File: src/rtl/mem_stage_access.sv
// ==========================================================================
// mem_stage_access : MEM stage; data-memory req/ack access plus MEM/WB regs
// Revision 1.0
// ==========================================================================
`default_nettype none

module mem_stage_access #(
  parameter int          ADDR_W    = 10,
  parameter logic [31:0] BASE_ADDR = 32'd1024,
  parameter int          TIMEOUT   = 15
) (
  input  logic              clk,
  input  logic              rst,
  input  logic              valid_in,
  input  logic              WB_en_in,
  input  logic              MEM_R_EN_in,
  input  logic              MEM_W_EN_in,
  input  logic [31:0]       ALU_result_in,
  input  logic [31:0]       ST_val_in,
  input  logic [4:0]        Dest_in,
  output logic              freeze,
  output logic              mem_req,
  output logic              mem_we,
  output logic [ADDR_W-1:0] mem_addr,
  output logic [31:0]       mem_wdata,
  input  logic              mem_ack,
  input  logic [31:0]       mem_rdata,
  output logic              valid_out,
  output logic              WB_en,
  output logic              MEM_R_EN,
  output logic [31:0]       ALU_result,
  output logic [31:0]       Mem_read_value,
  output logic [4:0]        Dest,
  output logic [1:0]        err
);

  localparam logic [0:0]       c_IDLE     = 1'b0;
  localparam logic [0:0]       c_ACCESS   = 1'b1;
  localparam int               c_CNT_W    = $clog2(TIMEOUT + 1);
  localparam logic [c_CNT_W-1:0] c_CNT_LAST = c_CNT_W'(TIMEOUT - 1);
  localparam logic [c_CNT_W-1:0] c_CNT_ONE  = c_CNT_W'(1);

  logic [0:0]         r_state;
  logic [0:0]         w_state_nxt;
  logic [c_CNT_W-1:0] r_cnt;

  logic        r_h_wb;
  logic        r_h_mr;
  logic [31:0] r_h_alu;
  logic [4:0]  r_h_dest;

  // Only the low ADDR_W+2 bits of the offset matter; a narrow subtract
  // yields the same bits as the full 32-bit wrapped difference.
  logic [ADDR_W+1:0] w_byte_off;
  logic              w_mem_op;
  logic              w_misaligned;
  logic              w_issue;
  logic              w_timeout;

  logic w_act_empty;
  logic w_act_pass;
  logic w_act_misalign;
  logic w_act_issue;
  logic w_act_done;
  logic w_act_timeout;
  logic w_act_wait;

  assign w_byte_off   = ALU_result_in[ADDR_W+1:0] - BASE_ADDR[ADDR_W+1:0];
  assign w_mem_op     = MEM_R_EN_in | MEM_W_EN_in;
  assign w_misaligned = (w_byte_off[1:0] != 2'b00);
  assign w_issue      = (r_state == c_IDLE) && valid_in && w_mem_op && !w_misaligned;
  assign w_timeout    = (r_state == c_ACCESS) && !mem_ack && (r_cnt == c_CNT_LAST);

  // State register
  always_ff @(posedge clk or negedge rst) begin
    if (!rst) begin
      r_state <= c_IDLE;
    end else begin
      r_state <= w_state_nxt;
    end
  end

  // Next-state logic
  always_comb begin
    w_state_nxt = r_state;
    case (r_state)
      c_IDLE: begin
        if (w_issue) begin
          w_state_nxt = c_ACCESS;
        end
      end
      c_ACCESS: begin
        if (mem_ack || w_timeout) begin
          w_state_nxt = c_IDLE;
        end
      end
      default: w_state_nxt = c_IDLE;
    endcase
  end

  // Output / action decode; an ack in the final counted cycle beats timeout
  always_comb begin
    w_act_empty    = 1'b0;
    w_act_pass     = 1'b0;
    w_act_misalign = 1'b0;
    w_act_issue    = 1'b0;
    w_act_done     = 1'b0;
    w_act_timeout  = 1'b0;
    w_act_wait     = 1'b0;
    freeze         = 1'b0;
    case (r_state)
      c_IDLE: begin
        if (!valid_in) begin
          w_act_empty = 1'b1;
        end else if (!w_mem_op) begin
          w_act_pass = 1'b1;
        end else if (w_misaligned) begin
          w_act_misalign = 1'b1;
        end else begin
          w_act_issue = 1'b1;
          freeze      = 1'b1;
        end
      end
      c_ACCESS: begin
        if (mem_ack) begin
          w_act_done = 1'b1;
        end else if (w_timeout) begin
          w_act_timeout = 1'b1;
          freeze        = 1'b1;
        end else begin
          w_act_wait = 1'b1;
          freeze     = 1'b1;
        end
      end
      default: begin
        freeze = 1'b0;
      end
    endcase
  end

  // Timeout counter
  always_ff @(posedge clk or negedge rst) begin
    if (!rst) begin
      r_cnt <= '0;
    end else if (w_act_issue || w_act_done || w_act_timeout) begin
      r_cnt <= '0;
    end else if (w_act_wait) begin
      r_cnt <= r_cnt + c_CNT_ONE;
    end
  end

  // Memory interface and holding registers
  always_ff @(posedge clk or negedge rst) begin
    if (!rst) begin
      mem_req   <= 1'b0;
      mem_we    <= 1'b0;
      mem_addr  <= '0;
      mem_wdata <= '0;
      r_h_wb    <= 1'b0;
      r_h_mr    <= 1'b0;
      r_h_alu   <= '0;
      r_h_dest  <= '0;
    end else if (w_act_issue) begin
      mem_req   <= 1'b1;
      mem_we    <= MEM_W_EN_in;
      mem_addr  <= w_byte_off[ADDR_W+1:2];
      mem_wdata <= ST_val_in;
      r_h_wb    <= WB_en_in;
      r_h_mr    <= MEM_R_EN_in & ~MEM_W_EN_in;
      r_h_alu   <= ALU_result_in;
      r_h_dest  <= Dest_in;
    end else if (w_act_done || w_act_timeout) begin
      mem_req <= 1'b0;
      mem_we  <= 1'b0;
    end
  end

  // MEM/WB registers
  always_ff @(posedge clk or negedge rst) begin
    if (!rst) begin
      valid_out      <= 1'b0;
      WB_en          <= 1'b0;
      MEM_R_EN       <= 1'b0;
      ALU_result     <= '0;
      Mem_read_value <= '0;
      Dest           <= '0;
    end else if (w_act_empty || w_act_issue) begin
      valid_out <= 1'b0;
      WB_en     <= 1'b0;
    end else if (w_act_pass) begin
      valid_out  <= 1'b1;
      WB_en      <= WB_en_in;
      MEM_R_EN   <= 1'b0;
      ALU_result <= ALU_result_in;
      Dest       <= Dest_in;
    end else if (w_act_misalign || w_act_timeout) begin
      valid_out <= 1'b1;
      WB_en     <= 1'b0;
    end else if (w_act_done) begin
      valid_out  <= 1'b1;
      WB_en      <= r_h_wb;
      MEM_R_EN   <= r_h_mr;
      ALU_result <= r_h_alu;
      Dest       <= r_h_dest;
      if (r_h_mr) begin
        Mem_read_value <= mem_rdata;
      end
    end
  end

  // Sticky error flags
  always_ff @(posedge clk or negedge rst) begin
    if (!rst) begin
      err <= 2'b00;
    end else begin
      if (w_act_misalign) begin
        err[0] <= 1'b1;
      end
      if (w_act_timeout) begin
        err[1] <= 1'b1;
      end
    end
  end

endmodule

`default_nettype wire

File: config.mk
export PLATFORM = sky130hd
export DESIGN_NAME = mem_stage_access
export DESIGN_NICKNAME = d
export VERILOG_FILES = /design/src/rtl/mem_stage_access.sv
export SDC_FILE = /design/constraint.sdc
export NUM_CORES = 1
export LEC_CHECK = 0
export ABC_CLOCK_PERIOD_IN_PS = 3800
export CORE_UTILIZATION = 48
export DETAILED_ROUTE_END_ITERATION = 6
export PLACE_DENSITY_LB_ADDON = 0.1
export SLEW_MARGIN = 20
export SYNTH_ARGS = -nofsm -noshare
export SYNTH_HDL_FRONTEND = slang
export SYNTH_SLANG_ARGS = --single-unit
File: constraint.sdc
create_clock -name clk -period 3.8 [get_ports clk]
set_input_delay 0.38 -clock clk [delete_from_list [all_inputs] [get_ports clk]]
set_output_delay 0.38 -clock clk [all_outputs]
set_load 0.02 [all_outputs]
==> flow_summary.ini <==
[power_and_ir_drop]
seqPwrFrac_pct = 41.3
leakage_nw = 4.387
switchingPower_w = 0.001683
peakVddDrop_uv = 489.2
powerDensity_nw_per_um2 = 603.7
switching_share_pct = 30.63
internal-power_w = 0.003812
power_w = 0.005496
pwr-share-comb_pct = 32.0
clockPowerShare_pct = 26.8

[die]
num_rows = 41
initial_core_util_pct = 49.74
dieHeight_um = 116.8
die_area_um2 = 13650
die_x_um = 116.8
design.portCount = 227
coreArea_um2 = 12720

[yosys]
synth_warnings = 0
syn_nets = 712
netlist_instances = 602
postSynthAreaPerCell_um2 = 10.51
synth_cell_types = 32
ys_seq_elements = 154
synth_area_um2 = 6329
yosysSeqAreaShare_pct = 60.89

[run]
max-cap-violations = 0

[setup_path]
worstPathCellList = clkdlybuf4s50_1, nor2b_2, nand3_2, nand2_1, clkdlybuf4s50_1
slowest_stage = clkdlybuf4s50_1
critical_path_arrival_ps = 1910
cpPeakStageDelay_ps = 600
critPathCaptureType = output port
crit_fanout = 4
critPathRequiredTime_ps = 3420
cpMostUsedCell = clkdlybuf4s50_1
critPathKind = in2out
startpoint_type = primary input
path_buf_inv = 2
cp_top_family = buffers and inverters

[route]
routed_wl_um = 15470
post-route-drc-count = 0
drtPass1Iterations = 4
vias_per_cell = 4.964
wl_per_cell_um = 15.53
ant_nets = 0
num_vias = 4944
drt-initial-drc-count = 296

[cells_and_area]
fin_util_pct = 71.56
stdcell_area_um2 = 9104
n_antenna_cell = 0
drive_gt1_share_pct = 8.617
areaGrowthSynthToFinish_pct = 43.85
fin_nets = 923

[clocking]
htree_levels = 4
cts_resized = 0
cts_hold_buf = 1
cts-root-buf = clkbuf_16
numCtsBuffers = 17
post-cts-setup-buffers = 0
clock-sinks = 154
clkTransAtPathRegs_ps = 60
worstSkewPairLatency_ps = 410
clockBufferDepth = 2
cts_tree = built

[sta]
fin_ws_ps = 1507
timing.final.hold_violations = 0
rsz0062_at_grt = no
tns_ps = 0
slew_viol_final = 0
fin_skew_ps = 7.930
finalSetupViolCount = 0
fmax_mhz = 436.1
min_period_ps = 2293
tightest_slew_ps = 881.4
period_share_pct = 60.34
slew_headroom_pct = 41.24

[placed_design]
hpwl_um = 10610
gp_congestion = 0.8352
portBuffers = 226
placed_area_um2 = 8586
pre_cts_ws_ps = 1353

[run_status]
outcome = completed

[grt]
grt_max_degree = 83
grt_pass1_wl_um = 24720
overflow = 0
gr-usage-all-layers_pct = 23.96
antenna_found_initial = 0
grt_pass1_vias = 5073

[worst_hold_path]
min_path_type = reg2reg
-- registers in the layout, summed over array words and instances, names as in the netlist, 4 cells and up --
name,count
mem_wdata,32
r_h_dest,5
Mem_read_value,32
mem_addr,10
r_h_alu,24
r_cnt,4
ALU_result,32
Dest,5
-- cell usage after synthesis --
cell type | instances | share of area, %
nand2_1 | 256 | 15
dfrtp_1 | 154 | 61
mux2i_1 | 37 | 5.9
mux2_2 | 32 | 5.7
o21ai_0 | 31 | 2.5
buf_4 | 17 | 2.0
o21ai_1 | 14 | 1.1
buf_6 | 9 | 1.6
clkbuf_1 | 9 | 0.53
buf_2 | 5 | 0.40
inv_1 | 3 | 0.18
nand3_1 | 3 | 0.24
nor2_1 | 3 | 0.18
or3_1 | 3 | 0.30
a21oi_1 | 2 | 0.16
and2_1 | 2 | 0.20
and3_1 | 2 | 0.20
ha_1 | 2 | 0.40
nand2b_1 | 2 | 0.20
nand3_2 | 2 | 0.32
nor2_4 | 2 | 0.36
o31ai_1 | 2 | 0.24
a21o_1 | 1 | 0.12
a31oi_1 | 1 | 0.099
a32oi_1 | 1 | 0.14
nand2b_4 | 1 | 0.22
nor2b_2 | 1 | 0.14
o211ai_1 | 1 | 0.12
o21a_1 | 1 | 0.12
or2_2 | 1 | 0.099
or2_4 | 1 | 0.14
xor2_1 | 1 | 0.14
-- per-stage QoR --
| stage | hold WS [ps] | instances |
|---|---|---|
| after floorplan | 84.41 | 602 |
| after global placement | 433.2 | 965 |
| after detailed placement | 431.7 | 965 |
| after CTS | 469.9 | 996 |
| after global routing | 480.8 | 996 |
| final | 464.4 | 996 |
-- layout by cell type, fill, tap and decap left out, drive strengths merged --
cell type / Yosys / layout
nand2: 256 / 256
clkdlybuf4s50: 0 / 225
dfrtp: 154 / 154
o21ai: 45 / 45
mux2i: 37 / 37
mux2: 32 / 32
clkbuf: 9 / 27
buf: 31 / 6
nand3: 5 / 5
nor2: 5 / 5
inv: 3 / 3
or3: 3 / 3
clkinv: 0 / 3
nand2b: 3 / 3
a21oi: 2 / 2
o31ai: 2 / 2
and2: 2 / 2
ha: 2 / 2
or2: 2 / 2
and3: 2 / 2
nor2b: 1 / 1
a31oi: 1 / 1
a21o: 1 / 1
xor2: 1 / 1
o21a: 1 / 1
o211ai: 1 / 1
a32oi: 1 / 1
dlygate4sd3: 0 / 1
-- worst paths after layout --
kind,startpoint,to,slack [ps],cells after the start
max in group asynchronous,rst,Mem_read_value[7],2360,3
min,err[1],err[1],460,1
max reg2reg,r_state,mem_addr[6],1850,5
max,valid_in,freeze,1510,5
min reg2reg,err[1],err[1],460,1
min in group asynchronous,rst,ALU_result[2],540,2
-- kinds of logic (layout without fill, tap and decap cells) --
kind of cell	Yosys count	in the layout	synth area share, %
and+or+nand+nor	279	279	17.75
adders and majority gates	2	2	0.3954
AOI/OAI and AO/OA	54	54	4.547
muxes	69	69	11.55
buffers and inverters	43	265	4.725
xor gates and xnor gates	1	1	0.1384
DFF	154	154	60.89
-- per-layer routing --
layer | track usage, % | share of wire (%) | vias to the layer above
met1 | 29.46 | 40 | 2357
met4 | 7.679 | 1.7 | 0
met3 | 9.063 | 8.8 | 20
li1 | - | - | 2358
met5 | 0 | 0 | -
met2 | 39.25 | 50 | 209
-- power by group through the flow --
stage / combinational (W) / sequential (W) / clock, W
finish: 0.00176 / 0.00227 / 0.00147
global route: 0.00189 / 0.00231 / 0.00158
CTS: 0.00178 / 0.00227 / 0.00151
detailed placement: 0.00177 / 0.00229 / 0
global placement: 0.00174 / 0.00227 / 0
floorplan: 0.000450 / 0.00265 / 0
-- layout make-up --
class | count | area [um2]
sequential | 154 | 3854
timing repair buffer | 232 | 2336
clock inverter | 3 | 15.01
fill | 969 | 3618
multi-input combinational | 405 | 2180
tap | 172 | 215.2
inverter | 3 | 11.26
clock buffer | 27 | 493.0
Note: power is estimated with default switching activity, not from simulation.
